--- src/rtl/maxnet_pkg.sv ---
// maxnet_pkg: shared FSM states, ALU selects and widths
// for the MAXNET winner-take-all controller.
package maxnet_pkg;

  localparam int DW = 32;
  localparam int NN = 4;

  localparam logic [3:0] ADD = 4'd0;
  localparam logic [3:0] SUB = 4'd1;
  localparam logic [3:0] SLT = 4'd5;

  typedef enum logic [2:0] {
    IDLE,
    SUM,
    SUB_T,
    SUB_N,
    CMP,
    CHECK,
    DONE
  } state_e;

endpackage

--- src/rtl/maxnet_argmax.sv ---
// maxnet_argmax: nonzero count plus lowest-index argmax
// over the four shadow activations.
module maxnet_argmax
  import maxnet_pkg::*;
(
  input  logic [NN-1:0][DW-1:0] v_i,
  output logic [2:0]            cnt_o,
  output logic [1:0]            idx_o,
  output logic [DW-1:0]         val_o
);

  // strict '>' keeps the lowest index on ties
  always_comb begin
    cnt_o = '0;
    idx_o = '0;
    val_o = v_i[0];
    for (int i = 0; i < NN; i++) begin
      if (v_i[i] != '0) begin
        cnt_o = cnt_o + 3'd1;
      end
      if (v_i[i] > val_o) begin
        val_o = v_i[i];
        idx_o = 2'(i);
      end
    end
  end

endmodule

--- src/rtl/maxnet_ctrl.sv ---
// maxnet_ctrl: MAXNET competition sequencer driving an external ALU.
// Define MAXNET_EARLY_EXIT_EN to stop as soon as <=1 neuron survives.
module maxnet_ctrl
  import maxnet_pkg::*;
#(
  parameter int N_NEURON  = 4,
  parameter int EPS_SHIFT = 3,
  parameter int MAX_ITER  = 255
) (
  input  logic                   clk,
  input  logic                   rst_n,
  input  logic                   start,
  input  logic [N_NEURON*DW-1:0] act_in,
  output logic [DW-1:0]          alu_a,
  output logic [DW-1:0]          alu_b,
  output logic [3:0]             alu_sel,
  input  logic [DW-1:0]          alu_result,
  output logic                   busy,
  output logic                   done,
  output logic [1:0]             winner,
  output logic [DW-1:0]          winner_val,
  output logic [7:0]             iter_count,
  output logic                   timeout,
  output logic                   no_winner
);

  localparam logic [1:0] LAST     = 2'(N_NEURON - 1);
  localparam logic [7:0] ITER_MAX = 8'(MAX_ITER);

  state_e state_q, state_d;
  logic [N_NEURON-1:0][DW-1:0] a_q, a_d;
  logic [N_NEURON-1:0][DW-1:0] s_q, s_d;
  logic [DW-1:0] acc_q, acc_d;
  logic [DW-1:0] t_q, t_d;
  logic [DW-1:0] n_q, n_d;
  logic [DW-1:0] wval_q, wval_d;
  logic [1:0]    idx_q, idx_d;
  logic [1:0]    win_q, win_d;
  logic [7:0]    iter_q, iter_d;
  logic          to_q, to_d;
  logic          nw_q, nw_d;

  logic [2:0]    cnt;
  logic [1:0]    am_idx;
  logic [DW-1:0] am_val;
  logic [7:0]    iter_inc;
  logic          fin;

  maxnet_argmax u_argmax (
    .v_i   (s_q),
    .cnt_o (cnt),
    .idx_o (am_idx),
    .val_o (am_val)
  );

  always_comb begin
    state_d  = state_q;
    a_d      = a_q;
    s_d      = s_q;
    acc_d    = acc_q;
    t_d      = t_q;
    n_d      = n_q;
    idx_d    = idx_q;
    iter_d   = iter_q;
    to_d     = to_q;
    nw_d     = nw_q;
    win_d    = win_q;
    wval_d   = wval_q;
    alu_a    = '0;
    alu_b    = '0;
    alu_sel  = ADD;
    iter_inc = iter_q + 8'd1;
    fin      = 1'b0;
    unique case (state_q)
      IDLE: begin
        if (start) begin
          a_d     = act_in;
          acc_d   = '0;
          iter_d  = '0;
          to_d    = 1'b0;
          nw_d    = 1'b0;
          idx_d   = '0;
          state_d = SUM;
        end
      end
      SUM: begin
        alu_a = acc_q;
        alu_b = a_q[idx_q];
        acc_d = alu_result;
        idx_d = idx_q + 2'd1;
        if (idx_q == LAST) begin
          state_d = SUB_T;
        end
      end
      SUB_T: begin
        alu_sel = SUB;
        alu_a   = acc_q;
        alu_b   = a_q[idx_q];
        t_d     = alu_result >> EPS_SHIFT;
        state_d = SUB_N;
      end
      SUB_N: begin
        alu_sel = SUB;
        alu_a   = a_q[idx_q];
        alu_b   = t_q;
        n_d     = alu_result;
        state_d = CMP;
      end
      CMP: begin
        alu_sel    = SLT;
        alu_a      = a_q[idx_q];
        alu_b      = t_q;
        s_d[idx_q] = alu_result[0] ? '0 : n_q;
        idx_d      = idx_q + 2'd1;
        state_d    = (idx_q == LAST) ? CHECK : SUB_T;
      end
      CHECK: begin
        a_d    = s_q;
        iter_d = iter_inc;
`ifdef MAXNET_EARLY_EXIT_EN
        if (cnt == 3'd1) begin
          fin = 1'b1;
        end else if (cnt == 3'd0) begin
          fin  = 1'b1;
          nw_d = 1'b1;
        end else if (iter_inc == ITER_MAX) begin
          fin  = 1'b1;
          to_d = 1'b1;
        end
`else
        if (iter_inc == ITER_MAX) begin
          fin  = 1'b1;
          nw_d = (cnt == 3'd0);
          to_d = (cnt > 3'd1);
        end
`endif
        if (fin) begin
          win_d   = am_idx;
          wval_d  = am_val;
          state_d = DONE;
        end else begin
          acc_d   = '0;
          state_d = SUM;
        end
      end
      DONE:    state_d = IDLE;
      default: state_d = IDLE;
    endcase
  end

  always_ff @(posedge clk or negedge rst_n) begin
    if (!rst_n) begin
      state_q <= IDLE;
      a_q     <= '0;
      s_q     <= '0;
      acc_q   <= '0;
      t_q     <= '0;
      n_q     <= '0;
      idx_q   <= '0;
      iter_q  <= '0;
      to_q    <= 1'b0;
      nw_q    <= 1'b0;
      win_q   <= '0;
      wval_q  <= '0;
    end else begin
      state_q <= state_d;
      a_q     <= a_d;
      s_q     <= s_d;
      acc_q   <= acc_d;
      t_q     <= t_d;
      n_q     <= n_d;
      idx_q   <= idx_d;
      iter_q  <= iter_d;
      to_q    <= to_d;
      nw_q    <= nw_d;
      win_q   <= win_d;
      wval_q  <= wval_d;
    end
  end

  assign busy       = (state_q != IDLE);
  assign done       = (state_q == DONE);
  assign winner     = win_q;
  assign winner_val = wval_q;
  assign iter_count = iter_q;
  assign timeout    = to_q;
  assign no_winner  = nw_q;

endmodule

--- config.mk ---
export PLATFORM = sky130hd
export DESIGN_NAME = maxnet_ctrl
export DESIGN_NICKNAME = d
export VERILOG_FILES = /design/src/rtl/maxnet_pkg.sv /design/src/rtl/maxnet_argmax.sv /design/src/rtl/maxnet_ctrl.sv
export SDC_FILE = /design/constraint.sdc
export NUM_CORES = 1
export LEC_CHECK = 0
export ABC_AREA = 0
export BUFFER_PORTS_ARGS = -buffer_cell sky130_fd_sc_hd__clkbuf_2
export CAP_MARGIN = 30
export CORE_UTILIZATION = 58
export DETAILED_ROUTE_END_ITERATION = 8
export PLACE_DENSITY = 0.8
export SLEW_MARGIN = 20
export SYNTH_ARGS = -nofsm -noshare
export SYNTH_HDL_FRONTEND = slang
export SYNTH_SLANG_ARGS = --single-unit
--- constraint.sdc ---
create_clock -name clk -period 9.75 [get_ports clk]
set_input_delay 0.975 -clock clk [delete_from_list [all_inputs] [get_ports clk]]
set_output_delay 0.975 -clock clk [all_outputs]
set_load 0.05 [all_outputs]
==> results by stage <==
Global route:
- Global routing consumed, over all layers together, 38.84% of the routing resources.
- The initial antenna violation count is 2.
- The maximum number of pins on one net before global-route repair is 108.
- The via count of the first global-routing pass was 17470.
- For this run the aggregate overflow at the end of global routing stands at 0.
- The wire length of the first global-routing pass is 104700 um.

STA:
- The final count of pins violating max slew is 0.
- The worst clock skew is 0.02249 ns.
- The worst slew slack as a fraction of its limit is 33.65%.
- The sum of negative setup slack is 0 ns.
- Setup repair after global routing left no endpoint under its margin.
- The fraction of the cycle the final worst path needs is 92.20%.
- After layout, the minimum clock period comes to 8.990 ns.
- Final hold analysis gives a worst-case slack of 0.3998 ns.
- The final number of hold-violating endpoints was 0.
- The maximum frequency from static timing analysis is 0.1112 GHz.
- For the pin with the worst max-slew slack, the measured transition is 0.9953 ns.
- The setup-violating endpoint count in the final report is 0.

Yosys:
- The synthesized netlist devotes 6.380% of its cell area to adder and majority cells.
- Synthesis produced a netlist whose cell count is 2007.
- The synthesized netlist devotes 17.75% of its cell area to compound gates.
- The share of synthesized flip-flops with an asynchronous set or reset is 100.0%.
- The total of flip-flops plus latches after synthesis is 398.
- Sorting the synthesized cells by how often they occur yields 398 x dfrtp_1, 278 x nor2_1, 164 x nand2_1.
- The number of flops mapped to enable cells by yosys is 0.
- The fraction of post-synthesis cell area in the top cell type by area is 48.37%.
- The mapped netlist covers 0.02059 sq mm.
- The average instance area after synthesis is 10.26 sq um.
- The most used flip-flop cell after synthesis is dfrtp_1.
- The biggest area contributor in the post-synthesis netlist is dfrtp_1.
- The multiplexer share of the synthesized area is 10.51%.
- After Yosys synthesis, XOR and XNOR cells account for 0.2066% of the synthesized area.
- By area, the combinational part of the netlist is dominated by compound AO/OA/AOI/OAI gates.
- The count of unique library cells instantiated by Yosys is 61.
- The most common cell in the synthesized netlist is dfrtp_1.
- The total of warnings raised by yosys is 0.
- The sequential area share after synthesis is 48.37%.
- Sorting the synthesized cells by area gives the leading types as dfrtp_1 48%, ha_1 6.4%, mux2_2 5.3%.
- The simple-gate share of the synthesized area is 12.80%.

Worst setup path:
- The critical path data required time is 10.18 ns.
- The maximum fanout along the worst path is 32.
- In this run the critical register-to-register path is launched from s_q[11].
- The data arrival time at the worst-slack endpoint is 9.42 ns.
- The worst reg-to-reg path cell count is 27.
- The worst register-to-register path ends at winner_val[27].
- The slack of the worst reg-to-reg path is 0.76 ns.
- STA classifies the critical path endpoint as a register.
- The kind of launch point of the worst setup path is a register.
- The critical path start-end classification is reg -> reg.

Min path:
- The worst hold path belongs to the class in -> async.

CTS:
- Clock tree synthesis selected as its root buffer the cell clkbuf_16.
- The depth of the CTS H-tree is 2.
- The number of resized instances in the post-cts repair step is 0.
- Counting along the longest clock path gives a buffer depth of 3.
- The number of clock buffers added by TritonCTS is 42.
- The number of hold-repair buffers added at the cts stage is 0.
- After clock tree synthesis, the setup repair step added 0 buffers.
- The clock latency on the worst-skew pair is 0.56 ns.
- Clock-pin slew was measured on the worst setup and hold paths at 0.06 ns.
- TritonCTS built the clock tree.
- The tree built by TritonCTS fans out to 398 sinks.

Layout:
- Relative to the synthesized area, the layout overhead comes to 15.29%.
- The total area of multi-input combinational cells is 0.009891 sq mm.
- The post-layout net count is 2490.
- Across the whole layout, storage elements account for 0.009961 sq mm.
- The total of fill cells in the finished design is 2658.
- The final standard cell utilization of the core is 68.39%.
- The layout cell share with drive strength beyond 1 is 23.10%.

Power:
- Power spread over the standard cell area amounts to 166.0 mW/mm^2.
- VDD sags by at most 0.0001301 V.
- The leakage component of the power is 11.33 nW.

Placed design:
- Routability-driven placement finished with a final weighted congestion of 1.032.
- Port buffering added 274 buffers.
- Detailed placement ended at an HPWL of 50860 um.

Floorplan:
- The floorplan step defined a die boundary enclosing 0.03626 sq mm.
- The total area inside the core boundary comes to 0.03471 sq mm.
- Once the floorplan was initialized, standard cells occupied 59.32% of the core.
- During I/O placement, the number of pins put on the boundary was 277.
- The x dimension of the die is 190.4 um.
- The die extent in y is 190.4 um.
- The row count is 68.

Status:
- The flow ran to the end, and the final reports show no timing, DRC or antenna violations.

Route:
- The final route contains 17940 vias.
- For this block, the routed nets add up to 70290 um of wire.
- The detail-routed net length per standard cell is 25.97 um.
- The post-detailed-route via-to-cell ratio is 6.627.
- The number of violations reported at the end of detailed-routing iteration 0 is 1895.
- The number of DRC violations after detailed routing is 0.
- The detail route stage leaves a number of antenna-violating nets equal to 0.
- The detailed-router iteration count before antenna repair is 6.

Run:
- The max capacitance violation total is 0.
-- power breakdown --
group          total [W]  leakage [nW]  switching [W]  internal, W
clock            0.00163         0.675       0.000674     0.000954
sequential       0.00182          5.04      0.0000962      0.00172
combinational   0.000493          5.62       0.000289     0.000204
-- worst max path at each step --
stage                       start             end  slack [ns]  depth (start not counted)
after global routing      s_q[14]  winner_val[27]        0.48                         27
after detailed placement  s_q[11]  winner_val[27]        1.11                         27
after global placement    s_q[14]   winner_val[6]        1.18                         27
after floorplan           s_q[29]  winner_val[10]        2.92                         28
final                     s_q[11]  winner_val[27]        0.76                         27
after CTS                 s_q[11]  winner_val[27]        1.06                         27
-- registers in the layout, summed over array words and instances, names as in the netlist, 2 cells and up --
name        flops
a_q           128
s_q           128
acc_q          32
n_q            32
winner_val     32
t_q            29
iter_count      8
state_q         3
idx_q           2
winner          2
-- cell usage in the layout, fill, tap and decap left out, types with 43 or more instances in the layout --
master	n
nand2_1	163
a22o_1	96
nor2_1	276
inv_1	75
mux2_2	97
dfrtp_1	397
o21ai_0	158
clkbuf_16	43
o22ai_1	129
ha_1	105
clkbuf_2	273
-- metal layers --
metal	GRT usage, %	part of all wire [%]	vias up
met5	0.5495	0	-
met4	26.52	7.9	0
met3	6.533	9.7	248
met2	61.13	46	1175
met1	49.29	36	8749
li1	-	-	7768
-- cells by family (layout without fill, tap and decap cells) --
family | Yosys count | count (layout)
xor gates and xnor gates | 4 | 4
and+or+nand+nor | 597 | 597
other | 1 | 3
buffers and inverters | 208 | 451
adders and majority gates | 105 | 105
DFF | 398 | 398
muxes | 164 | 164
AOI/OAI and AO/OA | 530 | 530
-- critical path, stage by stage, from the launching register on --
cell,delay (ns)
dfrtp_1,0.50
inv_1,0.08
ha_1,0.32
nand4_1,0.15
nor4_1,0.71
o21ai_1,0.21
a31oi_1,0.26
o21a_1,0.67
buf_4,0.35
mux2_2,0.39
inv_1,0.07
ha_1,0.16
nand4_1,0.14
or2_1,0.24
nor3_1,0.30
nand2b_1,0.14
a32oi_4,0.74
buf_4,0.44
mux2i_1,0.14
ha_1,0.31
and3_1,0.18
nand4_1,0.16
nor4_2,0.36
o22ai_1,0.14
a21oi_2,0.19
buf_4,0.30
or3b_2,0.81
o221a_1,0.34
-- stage by stage --
stage	area, sq um	power (W)	instances	setup slack, ns
2_1_floorplan	20600	0.002097	2008	2.925
4_1_cts	23740	0.003929	2706	1.064
6_report	23740	0.003942	2707	0.7603
3_3_place_gp	22280	0.002304	2630	1.178
3_5_place_dp	22350	0.002326	2633	1.108
5_1_grt	23740	0.004055	2706	0.4779
-- cell type report --
cell class	instances	share of cell area, %
multi-input combinational	1402	41.66
clock inverter	9	0.4954
tap	455	2.398
timing repair buffer	303	6.925
clock buffer	64	5.370
antenna	1	0.01054
sequential	398	41.96
inverter	75	1.186
Note: power is estimated with default switching activity, not from simulation.
